### config.mk
export PLATFORM = sky130hd
export DESIGN_NAME = iodelay_tap_ctrl_flat
export DESIGN_NICKNAME = d
export VERILOG_FILES = /design/src/rtl/iodelay_pkg.sv /design/src/rtl/iodelay_tap_ctrl_if.sv /design/src/rtl/iodelay_edge_det.sv /design/src/rtl/iodelay_tap_ctrl.sv /design/src/flat_wrapper.sv
export SDC_FILE = /design/constraint.sdc
export NUM_CORES = 1
export LEC_CHECK = 0
export CAP_MARGIN = 20
export CORE_ASPECT_RATIO = 1.2
export CORE_MARGIN = 5
export CORE_UTILIZATION = 45
export CTS_BUF_LIST = sky130_fd_sc_hd__clkbuf_8
export DETAILED_ROUTE_END_ITERATION = 16
export PLACE_DENSITY = 0.7
export SLEW_MARGIN = 10
export SYNTH_ARGS = -nofsm -noshare
export SYNTH_HDL_FRONTEND = slang
export SYNTH_SLANG_ARGS = --single-unit
### constraint.sdc
create_clock -name clk -period 4.3 [get_ports clk]
set_clock_uncertainty 0.2 [all_clocks]
set_input_delay 0.645 -clock clk [delete_from_list [all_inputs] [get_ports clk]]
set_output_delay 0.645 -clock clk [all_outputs]
set_load 0.03 [all_outputs]
### src/rtl/iodelay_pkg.sv
// iodelay_pkg: FSM state encoding and tap-range helper shared by the IDELAY tap controller
package iodelay_pkg;
  typedef enum logic [2:0] {RST_CTRL, WAIT_RDY, IDLE, STEP, LOAD, SETTLE, ERR} state_t;
  function automatic int unsigned tap_max(input int unsigned w);
    return (32'd1 << w) - 32'd1;
  endfunction
endpackage

### src/rtl/iodelay_tap_ctrl_if.sv
// iodelay_tap_ctrl_if: calibration-side requests and IDELAYCTRL/IDELAYE3 controls for iodelay_tap_ctrl
//   master: the tap controller (drives ctrl_rst, dly_*, tap_count, ready, busy, err_timeout)
//   slave : calibration logic and delay primitives (drive trigger, calib_en, ch_sel, load_*, dly_rdy)
//   step_dir exists only when IODELAY_DEC_EN is defined
interface iodelay_tap_ctrl_if #(parameter int NCH = 4, parameter int TAP_W = 9);
  localparam int CW = NCH > 1 ? $clog2(NCH) : 1;
  logic                 sampling_trig;
  logic                 calib_en;
  logic [CW-1:0]        ch_sel;
  logic                 load_req;
  logic [TAP_W-1:0]     load_val;
  logic                 dly_rdy;
`ifdef IODELAY_DEC_EN
  logic                 step_dir;
`endif
  logic                 ctrl_rst;
  logic [NCH-1:0]       dly_ce;
  logic                 dly_inc;
  logic [NCH-1:0]       dly_load;
  logic [TAP_W-1:0]     dly_cntvaluein;
  logic [NCH*TAP_W-1:0] tap_count;
  logic                 ready;
  logic                 busy;
  logic                 err_timeout;
  modport master (
    input  sampling_trig, calib_en, ch_sel, load_req, load_val, dly_rdy,
`ifdef IODELAY_DEC_EN
    input  step_dir,
`endif
    output ctrl_rst, dly_ce, dly_inc, dly_load, dly_cntvaluein, tap_count, ready, busy, err_timeout
  );
  modport slave (
    output sampling_trig, calib_en, ch_sel, load_req, load_val, dly_rdy,
`ifdef IODELAY_DEC_EN
    output step_dir,
`endif
    input  ctrl_rst, dly_ce, dly_inc, dly_load, dly_cntvaluein, tap_count, ready, busy, err_timeout
  );
endinterface

### src/rtl/iodelay_edge_det.sv
// iodelay_edge_det: registered rising-edge detector
//   clk, resetn (async active-low), i_d level input, o_rise high while i_d=1 and last sample was 0
module iodelay_edge_det (
  input  logic clk,
  input  logic resetn,
  input  logic i_d,
  output logic o_rise
);
  logic r_prev;
  always_ff @(posedge clk or negedge resetn)
    if (!resetn) r_prev <= 1'b0;
    else         r_prev <= i_d;
  assign o_rise = i_d & ~r_prev;
endmodule

### src/rtl/iodelay_tap_ctrl.sv
// iodelay_tap_ctrl: multi-channel IDELAYCTRL reset/RDY sequencer and IDELAYE3 tap stepper/loader
//   clk, resetn (async active-low); bus: iodelay_tap_ctrl_if.master carrying requests and primitive controls
//   optional IODELAY_DEC_EN adds bus.step_dir (1=inc, 0=dec); otherwise dly_inc is always 1
module iodelay_tap_ctrl
  import iodelay_pkg::*;
#(
  parameter int NCH        = 4,
  parameter int TAP_W      = 9,
  parameter int RST_CYC    = 16,
  parameter int RDY_TO     = 1023,
  parameter int SETTLE_CYC = 4
) (
  input  logic clk,
  input  logic resetn,
  iodelay_tap_ctrl_if.master bus
);
  localparam int CW = NCH > 1 ? $clog2(NCH) : 1;
  localparam int CN = 1 << CW;
  localparam logic [TAP_W-1:0] MAX = TAP_W'(tap_max(TAP_W));
  // one bit per encodable ch_sel value; avoids a constant compare when NCH is a power of two
  localparam logic [CN-1:0] VALID = CN'((64'd1 << NCH) - 64'd1);
  state_t r_state, w_next;
  logic [31:0] r_cnt;
  logic [CW-1:0] r_ch;
  logic [TAP_W-1:0] r_val;
  logic r_dir;
  logic [TAP_W-1:0] r_tap [NCH];
  logic [TAP_W-1:0] w_cur;
  logic [NCH-1:0] w_hot;
  logic w_rise, w_ok, w_ld, w_st, w_dir, w_wrap;
  iodelay_edge_det u_edge (.clk(clk), .resetn(resetn), .i_d(bus.sampling_trig), .o_rise(w_rise));
`ifdef IODELAY_DEC_EN
  assign w_dir = bus.step_dir;
`else
  assign w_dir = 1'b1;
`endif
  // a step that would leave the tap range is turned into a LOAD of the opposite end
  always_comb begin
    w_ok   = VALID[bus.ch_sel];
    w_ld   = bus.load_req & w_ok;
    w_st   = ~bus.load_req & w_rise & bus.calib_en & w_ok;
    w_cur  = r_tap[bus.ch_sel];
    w_wrap = w_dir ? w_cur == MAX : w_cur == '0;
    w_next = r_state;
    case (r_state)
      RST_CTRL: w_next = r_cnt == 32'(RST_CYC - 1) ? WAIT_RDY : RST_CTRL;
      WAIT_RDY: w_next = bus.dly_rdy ? IDLE : r_cnt == 32'(RDY_TO - 1) ? ERR : WAIT_RDY;
      IDLE:     w_next = !bus.dly_rdy ? WAIT_RDY : (w_ld || (w_st && w_wrap)) ? LOAD : w_st ? STEP : IDLE;
      STEP:     w_next = SETTLE;
      LOAD:     w_next = SETTLE;
      SETTLE:   w_next = r_cnt == 32'(SETTLE_CYC - 1) ? IDLE : SETTLE;
      default:  w_next = r_state;
    endcase
  end
  always_comb begin
    w_hot              = NCH'(1) << r_ch;
    bus.ctrl_rst       = r_state == RST_CTRL;
    bus.ready          = r_state == IDLE;
    bus.busy           = r_state inside {STEP, LOAD, SETTLE};
    bus.err_timeout    = r_state == ERR;
    bus.dly_ce         = r_state == STEP ? w_hot : '0;
    bus.dly_load       = r_state == LOAD ? w_hot : '0;
    bus.dly_inc        = !(r_state == STEP && !r_dir);
    bus.dly_cntvaluein = r_val;
    bus.tap_count      = '0;
    for (int i = 0; i < NCH; i++) bus.tap_count[i*TAP_W +: TAP_W] = r_tap[i];
  end
  // the counter restarts on every state change, so each timed state counts from zero
  always_ff @(posedge clk or negedge resetn)
    if (!resetn) begin
      r_state <= RST_CTRL;
      r_cnt   <= '0;
    end else begin
      r_state <= w_next;
      r_cnt   <= w_next != r_state ? '0 : r_cnt + 32'd1;
    end
  always_ff @(posedge clk or negedge resetn)
    if (!resetn) begin
      r_ch  <= '0;
      r_val <= '0;
      r_dir <= 1'b1;
      for (int i = 0; i < NCH; i++) r_tap[i] <= '0;
    end else begin
      if (r_state == IDLE && (w_next == LOAD || w_next == STEP)) begin
        r_ch  <= bus.ch_sel;
        r_val <= w_ld ? bus.load_val : w_dir ? '0 : MAX;
        r_dir <= w_dir;
      end
      if (r_state == STEP) r_tap[r_ch] <= r_dir ? r_tap[r_ch] + TAP_W'(1) : r_tap[r_ch] - TAP_W'(1);
      if (r_state == LOAD) r_tap[r_ch] <= r_val;
    end
endmodule
### src/flat_wrapper.sv
// flat-port wrapper written by rule: the top's interface ports become plain ports
module iodelay_tap_ctrl_flat import iodelay_pkg::*;
#(
  parameter int NCH        = 4,
  parameter int TAP_W      = 9,
  parameter int RST_CYC    = 16,
  parameter int RDY_TO     = 1023,
  parameter int SETTLE_CYC = 4
)
  (clk, resetn, bus_sampling_trig, bus_calib_en, bus_ch_sel, bus_load_req, bus_load_val, bus_dly_rdy, bus_ctrl_rst, bus_dly_ce, bus_dly_inc, bus_dly_load, bus_dly_cntvaluein, bus_tap_count, bus_ready, bus_busy, bus_err_timeout);
  iodelay_tap_ctrl_if #(.NCH(NCH), .TAP_W(TAP_W)) bus_i ();
  input  logic clk;
  input  logic resetn;
  input wire logic [$bits(bus_i.sampling_trig)-1:0] bus_sampling_trig;
  input wire logic [$bits(bus_i.calib_en)-1:0] bus_calib_en;
  input wire logic [$bits(bus_i.ch_sel)-1:0] bus_ch_sel;
  input wire logic [$bits(bus_i.load_req)-1:0] bus_load_req;
  input wire logic [$bits(bus_i.load_val)-1:0] bus_load_val;
  input wire logic [$bits(bus_i.dly_rdy)-1:0] bus_dly_rdy;
  output wire logic [$bits(bus_i.ctrl_rst)-1:0] bus_ctrl_rst;
  output wire logic [$bits(bus_i.dly_ce)-1:0] bus_dly_ce;
  output wire logic [$bits(bus_i.dly_inc)-1:0] bus_dly_inc;
  output wire logic [$bits(bus_i.dly_load)-1:0] bus_dly_load;
  output wire logic [$bits(bus_i.dly_cntvaluein)-1:0] bus_dly_cntvaluein;
  output wire logic [$bits(bus_i.tap_count)-1:0] bus_tap_count;
  output wire logic [$bits(bus_i.ready)-1:0] bus_ready;
  output wire logic [$bits(bus_i.busy)-1:0] bus_busy;
  output wire logic [$bits(bus_i.err_timeout)-1:0] bus_err_timeout;
  assign bus_i.sampling_trig = bus_sampling_trig;
  assign bus_i.calib_en = bus_calib_en;
  assign bus_i.ch_sel = bus_ch_sel;
  assign bus_i.load_req = bus_load_req;
  assign bus_i.load_val = bus_load_val;
  assign bus_i.dly_rdy = bus_dly_rdy;
  assign bus_ctrl_rst = bus_i.ctrl_rst;
  assign bus_dly_ce = bus_i.dly_ce;
  assign bus_dly_inc = bus_i.dly_inc;
  assign bus_dly_load = bus_i.dly_load;
  assign bus_dly_cntvaluein = bus_i.dly_cntvaluein;
  assign bus_tap_count = bus_i.tap_count;
  assign bus_ready = bus_i.ready;
  assign bus_busy = bus_i.busy;
  assign bus_err_timeout = bus_i.err_timeout;
  iodelay_tap_ctrl #(.NCH(NCH), .TAP_W(TAP_W), .RST_CYC(RST_CYC), .RDY_TO(RDY_TO), .SETTLE_CYC(SETTLE_CYC)) u_core (.clk(clk), .resetn(resetn), .bus(bus_i));
endmodule
Yosys cells after proc, flatten, opt, wreduce, memory -nomap -nowiden
Cells that the tools add are included.
{ "word_totals": {"reg_bits": 83, "in_bits": 17, "output_inout_bits": 58, "wordCells": 72} }
{ "classes": {"n_addsub": 2, "n_lt_le_gt_ge": 4, "eq_ne": 13, "shifts": 1, "n_mux": 26, "n_bitwise": 9, "n_reduce_logical": 8} }
{ "ops": {"columns": ["operator", "n"], "rows": [
  ["36-bit bitwise mux", 2],
  ["36-bit 2-to-1 mux", 2],
  ["9-bit 2-to-1 mux", 6],
  ["9-bit binary-select mux with 2-bit select", 2],
  ["32-bit by 1-bit adder with 32-bit output, second input constant", 1],
  ["32-bit by 10-bit == test with 1-bit output, second input constant", 1],
  ["32-bit by 2-bit == test with 1-bit output, second input constant", 1],
  ["32-bit by 4-bit == test with 1-bit output, second input constant", 1],
  ["32-bit 2-to-1 mux", 1],
  ["9-bit demux with 2-bit select", 1],
  ["3-bit 2-to-1 mux", 5],
  ["3-bit one-hot mux with 5 select lines", 1],
  ["3-bit == test, second input constant", 4],
  ["9-bit by 1-bit adder with 9-bit output, second input constant", 1],
  ["3-bit by 2-bit == test with 1-bit output, second input constant", 3],
  ["9-bit == test, second input constant", 1],
  ["4-bit 2-to-1 mux", 2],
  ["3-bit >= comparator, second input constant", 2],
  ["2-bit inverter with 3-bit output", 2],
  ["1-bit AND", 5],
  ["1-bit by 2-bit << shifter with 4-bit output, first input constant", 1],
  ["3-bit by 1-bit == test with 1-bit output, second input constant", 1],
  ["1-bit logical AND", 3],
  ["3-bit logical NOT", 1],
  ["9 further kinds", 13]
]} }

Longest topological paths before layout
{ "logic_depth": {"depth_word": 13, "depth_mapped": 9, "mapped_depth_nobuf": 8} }

By module
A second synthesis with hierarchy kept.
{ "unflattened": {"cells_unflattened": 503, "area_unflattened_um2": 4692.0} }
{ "modules_own_cells": {"columns": ["module", "instances", "cells_each", "area_each_um2", "seq_area_each_um2"], "rows": [
  ["iodelay_tap_ctrl", 1, 501, 4653.2, 2052.0],
  ["iodelay_edge_det", 1, 2, 38.8, 25.0]
]} }

Worst setup path after synthesis
No wires, ideal clock.
{ "synth_timing": {"path_type": "flip-flop to output port", "startpoint": "register u_core.r_state[1]", "endpoint": "output bus_dly_load[1]", "t_arrival_ps": 2102, "required_time_ps": 3455, "slack_ps": 1353, "stages_incl_launch_ff": 7, "path_buffers": 3, "cell_sequence": "dfrtp_1 buf_2 nand2b_1 or2_2 clkbuf_1 nor3b_1 clkbuf_1"} }
{ "synth_via": {"elab_chain_len": 2} }
{ "synth_lines": {"columns": ["element", "line_no", "text"], "rows": [
  ["from (decl)", "iodelay_tap_ctrl.sv:22", "state_t r_state, w_next;"],
  ["from (signal assigned)", "iodelay_tap_ctrl.sv:74", "r_state <= w_next;"],
  ["3-bit == test", "iodelay_tap_ctrl.sv:62", "bus.dly_load = r_state == LOAD ? w_hot : '0;"],
  ["4-bit 2-to-1 mux", "iodelay_tap_ctrl.sv:62", null],
  ["to (decl)", "flat_wrapper.sv:23", "output wire logic [$bits(bus_i.dly_load)-1:0] bus_dly_load;"]
]} }
Every way passes these cells.

Worst setup path in the final report
{ "layout_timing": {"startpoint": "register u_core.r_state[1]", "endpoint": "output bus_dly_ce[0]"} }
{ "layout_via": {"elab_chain_len": 2} }
{ "layout_lines": {"columns": ["element", "line_no", "text"], "rows": [
  ["3-bit by 2-bit == test with 1-bit output", "iodelay_tap_ctrl.sv:61", "bus.dly_ce = r_state == STEP ? w_hot : '0;"],
  ["4-bit 2-to-1 mux", "iodelay_tap_ctrl.sv:61", null],
  ["to (decl)", "flat_wrapper.sv:21", "output wire logic [$bits(bus_i.dly_ce)-1:0] bus_dly_ce;"]
]} }
Every way passes these cells.

==> results.md <==
* Outcome: completed
* Initial DRC count at 327
* Measured slew at the worst slew-check pin at 0.6648 ns
* Post-Route WL at 13,000 um
* Critical path launch point type: flip-flop
* WP data required at 3.45 ns
* Cell variety after synth at 51
* TritonCTS clock tree: yes
* ANT cells at 0
* FP Rows at 41
* Routability congestion estimate at 0.8656
* Initial DRT Pass Iterations at 5
* Reg-to-reg setup timing slack at 1.13 ns
* Dpl hpwl at 9463 um
* Post-synthesis register bit count at 83
* Total Routing Usage GR at 0.2027
* Largest net degree at the start of global routing at 84
* Register area share after synthesis at 0.4358
* Final period util at 0.8020
* Syn Area/Cell at 9.147 um2
* Top cells by count, synth: 83 x dfrtp_1, 81 x nand2_1, 53 x o21ai_0, 44 x nor3_1, 29 x nor2_1
* Hold EP: u_core.r_cnt[0]$_DFF_PN0_
* Most numerous cell in the Yosys netlist: dfrtp_1
* Ratio of cells with drive above 1 in the final layout at 0.07939
* Switching part of the total at 0.4623
* Core Util, Final at 0.5597
* Pwr Density at 667.7 nW/um2
* Critical-path maximum fanout at 10
* Clock Latency Late Sink at 0.36 ns
* DIE AREA at 12,760 um2
* Synth area leaders: dfrtp_1 44%, nand2_1 6.4%, o21ai_0 5.6%
* Worst Min Path Start: u_core.r_cnt[0]$_DFF_PN0_
* R2r endpoint: u_core.bus.dly_cntvaluein[1]$_DFFE_PN0P_
* Nature of the critical path endpoint: output port
* Antenna violations before repair at 0
* Routed vias at 4,278
* Synth Warn # at 0
* DRC at 0
* Overflow after GRT at 0
* Post-Syn Nets at 541
* RSZ-0062 raised after global routing: false
* Worst Hold Class: reg -> reg
* Resized cells post-CTS at 0
* Leak at 2.327 nW
* Post-synth ARST share at 1.000
* Die Wd at 103.9 um
* WL/cell at 18.03 um
* Fmax at 0.2900 GHz
* Port Buffers at 73
* Synth Instances at 521
* H-tree depth at 3
* Int Power at 0.002103 W
* Crit path DAT at 2.60 ns
* Hold path cells at 1
* Final hold violations at 0
* Fin nets at 607
* Setup violators final at 0
* Clock Power Share at 0.162
* Core area at 10,470 um2
* Worst vdd ir at 275.6 uV
* Clk slew on worst S/H paths at 0.09 ns
* Area delta synth->final at 22.89%
* R2R Path Start: u_core.r_cnt[22]$_DFF_PN0_
* Fin crit period at 3.449 ns
* Post-route antenna net violation count at 0
* Clock root buffer: clkbuf_8
* Number of global-route vias before repair at 4,215
* Post-synth EDFFs at 0
* Initial core utilization at 0.4554
* Dominant cell type by area after synthesis: dfrtp_1
* Die Ht at 122.7 um
* CP startpoint: u_core.r_state[1]$_DFF_PN0_
* Net Sw Power at 0.001808 W
* Synthesized cell area at 4766 um2
* Worst relative slew slack at 0.5557
* Reg power frac at 0.332
* Kind of critical path: reg -> out
* I/O Pins at 75
* Reg2Reg Depth at 7
* Synth top area share at 0.4358
* Max-slew violations at 0
* DR vias/cell at 5.933
* First-pass GRT wire length at 21,130 um
* CTS sink cnt at 83
* Part of the power in combinational logic at 0.506
* TNS Setup at 0 ns
* MaxCap Viol Count at 0
* Max clock buf depth at 2
* Synth Flop Type: dfrtp_1
* FILL cells at 957
* CTS Buf Count at 9
==> area by class of cell <==
class	instances	area, um2	share of cell area
clock buffer	9	123.9	0.02115
clock inverter	7	101.3	0.01730
inverter	11	41.29	0.007050
multi-input combinational	396	2504	0.4275
sequential	83	2077	0.3546
tap	129	161.4	0.02756
timing repair buffer	86	848.3	0.1448
==> per-stage QoR <==
stage | hold slack [ns] | area [um2] | total power [W] | instances | setup slack [ns]
after floorplan | 0.1494 | 4766 | 0.002599 | 521 | 1.353
after global placement | 0.2743 | 5594 | 0.003217 | 703 | 0.9183
after detailed placement | 0.2850 | 5594 | 0.003286 | 703 | 0.7086
after CTS | 0.2998 | 5819 | 0.003916 | 719 | 0.8457
after global routing | 0.3316 | 5857 | 0.004138 | 721 | 0.6750
final | 0.2968 | 5857 | 0.003911 | 721 | 0.8513
==> flip-flops by register name (all words and copies together), names as in the netlist <==
signal / cells
u_core.r_ch: 2
u_core.u_edge.r_prev: 1
u_core.r_state: 3
u_core.r_cnt: 32
u_core.bus.dly_cntvaluein: 9
u_core.bus.tap_count: 36
==> routing by layer <==
metal	global-route usage	part of all wire	wire length, um
met1	0.2390	0.39	5121
met2	0.3565	0.50	6522
met3	0.05576	0.080	1037
met4	0.07126	0.025	322
met5	0	0	0
==> worst max-delay path: stages, from the launching register on <==
cell	delay (ns)
dfrtp_1	0.59
nand3_1	0.25
or3_1	0.37
buf_4	0.18
clkinv_1	0.15
clkdlybuf4s50_1	0.70
==> worst max path at each step <==
stage               cells past startpoint                    endpoint  slack [ns]
finish                                  5               bus_dly_ce[0]        0.85
global route                            5             bus_dly_load[0]        0.68
CTS                                     5             bus_dly_load[1]        0.85
detailed placement                      8  u_core.r_ch[1]$_DFFE_PN0P_        0.71
global placement                        8  u_core.r_ch[1]$_DFFE_PN0P_        0.92
floorplan                               6             bus_dly_load[1]        1.35
==> logic make-up after synthesis <==
| kind of cell | after synthesis | share of synthesized area |
|---|---|---|
| simple gates | 232 | 0.2392 |
| flops | 83 | 0.4358 |
| other cells | 1 | 0.0007869 |
| compound gates | 92 | 0.1142 |
| mux | 30 | 0.08664 |
| fa+ha+maj | 3 | 0.007877 |
| xor+xnor | 38 | 0.07377 |
| buf+inv | 42 | 0.04174 |
==> cells in the final DEF, fill, tap and decap left out, types with 15 or more instances in the layout <==
cell / synthesis / routed
dfrtp_1: 83 / 83
xnor2_1: 20 / 20
xor2_1: 17 / 17
nor2_1: 29 / 29
nand3_1: 15 / 15
nand2_1: 81 / 81
mux2i_1: 21 / 21
o21ai_0: 53 / 53
and3_1: 16 / 16
clkdlybuf4s50_1: 0 / 72
nand4_1: 16 / 16
nor3_1: 44 / 44
==> what timing repair did <==
action,in CTS,in global routing
buffers inserted,0,0
endpoints found under the hold margin,0,23
hold buffers,0,1
==> power groups by stage <==
stage               sequential (W)  clock, W  combinational (W)
finish                     0.00130  0.000633            0.00198
global route               0.00133  0.000685            0.00213
CTS                        0.00129  0.000643            0.00198
detailed placement         0.00131         0            0.00198
global placement           0.00130         0            0.00192
floorplan                  0.00152         0            0.00108
No activity file was read; power rests on OpenSTA's default activity.
